<file path="config.mk">
export PLATFORM = sky130hd
export DESIGN_NAME = mem_arbiter
export DESIGN_NICKNAME = d
export VERILOG_FILES = /design/src/rtl/mem_arbiter.sv
export SDC_FILE = /design/constraint.sdc
export NUM_CORES = 1
export LEC_CHECK = 0
export CAP_MARGIN = 20
export CORE_AREA = 2 2 292 294
export CTS_BUF_LIST = sky130_fd_sc_hd__clkbuf_8
export CTS_CLUSTER_DIAMETER = 40
export DETAILED_ROUTE_END_ITERATION = 16
export DIE_AREA = 0 0 294 296
export GPL_TIMING_DRIVEN = 1
export PLACE_DENSITY = 0.54
export SETUP_SLACK_MARGIN = 0.4
export SLEW_MARGIN = 20
export SYNTH_ARGS = -nofsm -noshare
export SYNTH_HDL_FRONTEND = slang
export SYNTH_SLANG_ARGS = --single-unit
</file>
<file path="constraint.sdc">
create_clock -name clock -period 1.6 [get_ports clock]
set_input_delay 0.48 -clock clock [delete_from_list [all_inputs] [get_ports clock]]
set_output_delay 0.48 -clock clock [all_outputs]
set_load 0.02 [all_outputs]
</file>
<file path="src/rtl/mem_arbiter.sv">
// Round-robin arbiter sharing one main-memory line port between the icache and
// dcache miss paths. One transaction in flight at a time, with a watchdog on mem_ack.
module mem_arbiter #(
    parameter int ADDR_W  = 32,
    parameter int LINE_W  = 128,
    parameter int TIMEOUT = 255
) (
    input  logic              clock,
    input  logic              reset,
    input  logic              ic_req,
    input  logic [ADDR_W-1:0] ic_addr,
    output logic              ic_ready,
    output logic [LINE_W-1:0] ic_rdata,
    input  logic              dc_req,
    input  logic              dc_we,
    input  logic [ADDR_W-1:0] dc_addr,
    input  logic [LINE_W-1:0] dc_wdata,
    output logic              dc_ready,
    output logic [LINE_W-1:0] dc_rdata,
    output logic              mem_req,
    output logic              mem_we,
    output logic [ADDR_W-1:0] mem_addr,
    output logic [LINE_W-1:0] mem_wdata,
    input  logic              mem_ack,
    input  logic [LINE_W-1:0] mem_rdata,
    output logic              mem_err,
    output logic              busy
);
    localparam int CNT_W = $clog2(TIMEOUT + 1);

    typedef enum logic [1:0] {IDLE, MEM, RESP_IC, RESP_DC} state_t;

    state_t           state, state_nxt;
    logic             last_dc;   // last grant went to the dcache
    logic             owner_dc;  // current transaction belongs to the dcache
    logic [CNT_W-1:0] cnt;
    logic             grant_dc, grant_ic, grant, timeout;

    // dcache wins a tie unless it was served last
    assign grant_dc = dc_req && (!ic_req || !last_dc);
    assign grant_ic = ic_req && !grant_dc;
    assign grant    = grant_dc || grant_ic;
    assign timeout  = (cnt == CNT_W'(TIMEOUT - 1));

    always_ff @(posedge clock) begin
        if (reset) state <= IDLE;
        else       state <= state_nxt;
    end

    always_comb begin
        state_nxt = state;
        case (state)
            IDLE:    if (grant) state_nxt = MEM;
            MEM:     if (mem_ack || timeout) state_nxt = owner_dc ? RESP_DC : RESP_IC;
            RESP_IC: state_nxt = IDLE;
            RESP_DC: state_nxt = IDLE;
            default: state_nxt = IDLE;
        endcase
    end

    always_ff @(posedge clock) begin
        if (reset) begin
            mem_req   <= 1'b0;
            mem_we    <= 1'b0;
            mem_addr  <= '0;
            mem_wdata <= '0;
            mem_err   <= 1'b0;
            ic_rdata  <= '0;
            dc_rdata  <= '0;
            last_dc   <= 1'b0;
            owner_dc  <= 1'b0;
            cnt       <= '0;
        end else begin
            mem_err <= 1'b0;
            case (state)
                IDLE: if (grant) begin
                    mem_req   <= 1'b1;
                    mem_addr  <= grant_dc ? dc_addr : ic_addr;
                    mem_we    <= grant_dc && dc_we;
                    mem_wdata <= grant_dc ? dc_wdata : '0;
                    owner_dc  <= grant_dc;
                    last_dc   <= grant_dc;
                    cnt       <= '0;
                end
                MEM: begin
                    cnt <= cnt + 1'b1;
                    // ack beats a simultaneous timeout
                    if (mem_ack) begin
                        mem_req <= 1'b0;
                        if (owner_dc) dc_rdata <= mem_rdata;
                        else          ic_rdata <= mem_rdata;
                    end else if (timeout) begin
                        mem_req <= 1'b0;
                        mem_err <= 1'b1;
                        if (owner_dc) dc_rdata <= '0;
                        else          ic_rdata <= '0;
                    end
                end
                default: ;
            endcase
        end
    end

    assign ic_ready = (state == RESP_IC);
    assign dc_ready = (state == RESP_DC);
    assign busy     = (state != IDLE);

endmodule

</file>
==> summary.txt <==
Placed design
  • Final Wtd Congestion: 0.822
  • Cells after DPL: 3843
  • Post-DP HPWL: 58.0 mm
  • Port buffer count: 747
  • Post-DP Area: 30200 um2

Global route
  • Initial antenna violation count: 14
  • Gr usage total: 19.0%
  • First-pass GRT wire length: 129 mm
  • Largest net degree at the start of global routing: 105
  • Global route overflow: 0
  • Vias in the first global route: 21100

Finish
  • Design area: 39800 um2
  • Cell Count, Final, Fillers Out: 4381
  • Layout Area Growth over Synthesis: 94.2%
  • Nets: 3535
  • Share of post-route cells with drive strength above 1: 54.8%

Drt
  • Pre-antenna DRT Iters: 5
  • Wire per inst: 22.2 um
  • Vias: 21400
  • Residual DRC: 0
  • Vias per cell: 4.88
  • Final wirelength: 97.4 mm
  • DR iter-0 viols: 792
  • Final ANT Viol Nets: 0

Floorplanning
  • Die Width: 294 um
  • Die Span Y: 296 um
  • Row count: 107
  • Ports: 748
  • Die ar.: 87000 um2
  • Core Region: 84200 um2
  • Initial Utilization: 24.3%

Power and ir drop
  • PwrDens: 917 nW/um2
  • VDD IR max: 0.543 mV
  • Sw Ratio: 31.1%
  • Lkg Pwr: 14.9 nW
  • Share of total power in the clock network: 37.5%
  • Internal cell power: 0.0251 W
  • P_sw: 0.0114 W
  • Fraction of power consumed by combinational cells: 28.6%
  • Sequential group share of total power: 34.0%
  • Total power: 0.0365 W

Worst setup path
  • Worst r2r src: state[1]
  • Critical path class: flip-flop to primary output
  • CP Capture Type: primary output
  • Crit path DAT: 1.42 ns
  • Crit path top cell by count: buf_6
  • Critical path launch point type: flip-flop
  • CP Data Required Time: 1.12 ns
  • Worst-path fanout max: 2
  • Highest cell delay on the worst timing path: 0.32 ns
  • Max stage delay cell, worst path: dfxtp_2
  • Critical path origin: state[0]
  • CP Cell Sequence: buf_6, nor2_4, clkinv_4, buf_6

Timing
  • Final WS setup: -0.297 ns
  • Max transition margin: 54.5%
  • Final min period: 1.90 ns
  • RSZ-0062 raised after global routing: yes
  • Max Freq: 527 MHz
  • Final clock skew: 0.0504 ns
  • Setup TNS: -44.68 ns
  • Final setup fails: 613
  • Crit share post-route: 119%
  • Max-slew violation count: 0
  • Final hold viol count: 0
  • Slew at the pin closest to its max-slew limit: 0.683 ns

Logic synthesis
  • Most common cell in the netlist: dfxtp_1
  • Synthesis Warnings: 0
  • Mapped Area: 20500 um2
  • Mean Syn Cell Area: 9.64 um2
  • Seq/Total Area, Yosys: 42.0%
  • Syn_nets: 2453
  • Share of the synthesized area in the top cell type: 42.0%
  • Yosys cell types: 40
  • Top cells by area, synth: dfxtp_1 42%, mux2i_1 14%, o2bb2ai_1 11%
  • Syn Inst Count: 2125
  • Post-synth ARST share: 0%
  • Post-synth top cells: 430 x dfxtp_1, 289 x mux2i_1, 256 x nor3b_1, 256 x o2bb2ai_1, 169 x a21oi_1
  • Largest area contributor in the netlist: dfxtp_1
  • Dominant synthesized flop cell: dfxtp_1
  • EDFF count, synth: 0
  • Synth Register Bits: 430

Clocking
  • Hold buffer count at cts: 0
  • Clock Tree Root: clkbuf_8
  • Worst-path clk slew: 0.06 ns
  • Clock network latency to the later pin of the worst-skew pair: 0.70 ns
  • CTS Buf Count: 95
  • CTS Buffer Depth: 3
  • CTS tree: yes
  • Sink Count: 430
  • # H-tree levels: 3

Hold path
  • Hold Crit Class: input port to flip-flop
  • Min-delay src: reset

Outcome
  • Failing checks: setup timing
  • Outcome: complete, but fails checks

Job
  • Max-Cap Viols: 0
[path summary, 6_finish.rpt]
kind / endpoint / slack, ns / cells past startpoint
max: busy / -0.30 / 4
min: mem_wdata[22] / 0.26 / 3
max reg2reg: ic_rdata[7] / -0.25 / 9
min reg2reg: mem_wdata[20] / 0.47 / 2
[through the flow]
stage / worst slack, ns / hold slack (ns) / utilization [%]
3_5_place_dp: -0.558 / 0.465 / 35.8
5_1_grt: -0.404 / 0.233 / 47.2
2_1_floorplan: 0.106 / 0.462 / -
4_1_cts: -0.413 / 0.191 / 42.6
3_3_place_gp: -0.520 / 0.460 / 35.8
6_report: -0.297 / 0.263 / 47.2
[cells by family (layout without fill, tap and decap cells)]
group                      after synthesis  count (layout)  share of synthesized area [%]
DFF                                    430             430                           42.0
buffers and inverters                  258            1414                           6.31
muxes                                  290             290                           14.2
AOI/OAI and AO/OA                      602             602                           20.0
adders and majority gates                2               2                          0.122
other                                    0               7                              0
and+or+nand+nor                        543             546                           17.3
[worst max-delay path: cells and delay by family (launching register included)]
kind          cells  cell delay [ns]
simple gates      1             0.11
buf+inv           3             0.34
flops             1             0.32
[state kept, by name, indices dropped and copies added (netlist names)]
signal and cells:
cnt 8, dc_rdata 128, ic_rdata 128, mem_addr 32, mem_err 1, mem_req 1, mem_wdata 128, mem_we 1
owner_dc 1, state 2
[layout by cell type (no fill, tap or decap), types with 101 or more instances in the layout]
cell type,instances
clkbuf_8,120
o2bb2ai_1,114
clkdlybuf4s50_1,323
nor3b_1,256
dfxtp_2,409
mux2i_1,244
buf_4,314
a21oi_1,156
o21ai_0,101
and2_1,128
buf_6,431
[routing by layer]
layer	vias up	routed length, um	share of wire [%]	track usage [%]
met5	-	105	0.11	0
met2	724	49200	51	33.5
met1	10400	36500	38	20.5
met3	202	7930	8.1	6.96
li1	10100	-	-	-
met4	16	3610	3.7	7.80
[power by group through the flow]
stage	sequential, W	combinational (W)	clock [W]
finish	0.0124	0.0104	0.0137
global route	0.0125	0.0110	0.0146
CTS	0.0124	0.00902	0.0140
detailed placement	0.0123	0.00791	0
global placement	0.0123	0.00780	0
floorplan	0.0132	0.00314	0
[what timing repair did]
action / CTS / global route
buffers inserted: 195 / 96
hold endpoints to repair: 0 / 0
pin swaps: 8 / 65
endpoints found under the setup margin: 852 / 852
resized for setup: 2977 / 369
cloned: 21 / 45
[layout make-up]
cell class                      instances  area (um2)
Fill cell                            7658       44400
Sequential cell                       430        9190
Clock inverter                         54         479
Clock buffer                          120        1650
Antenna cell                            7        17.5
Timing Repair Buffer                 1234       14100
Tap cell                             1090        1360
Inverter                                6        27.5
Multi-Input combinational cell       1440       13000
Power figures use the tool's default switching activity.
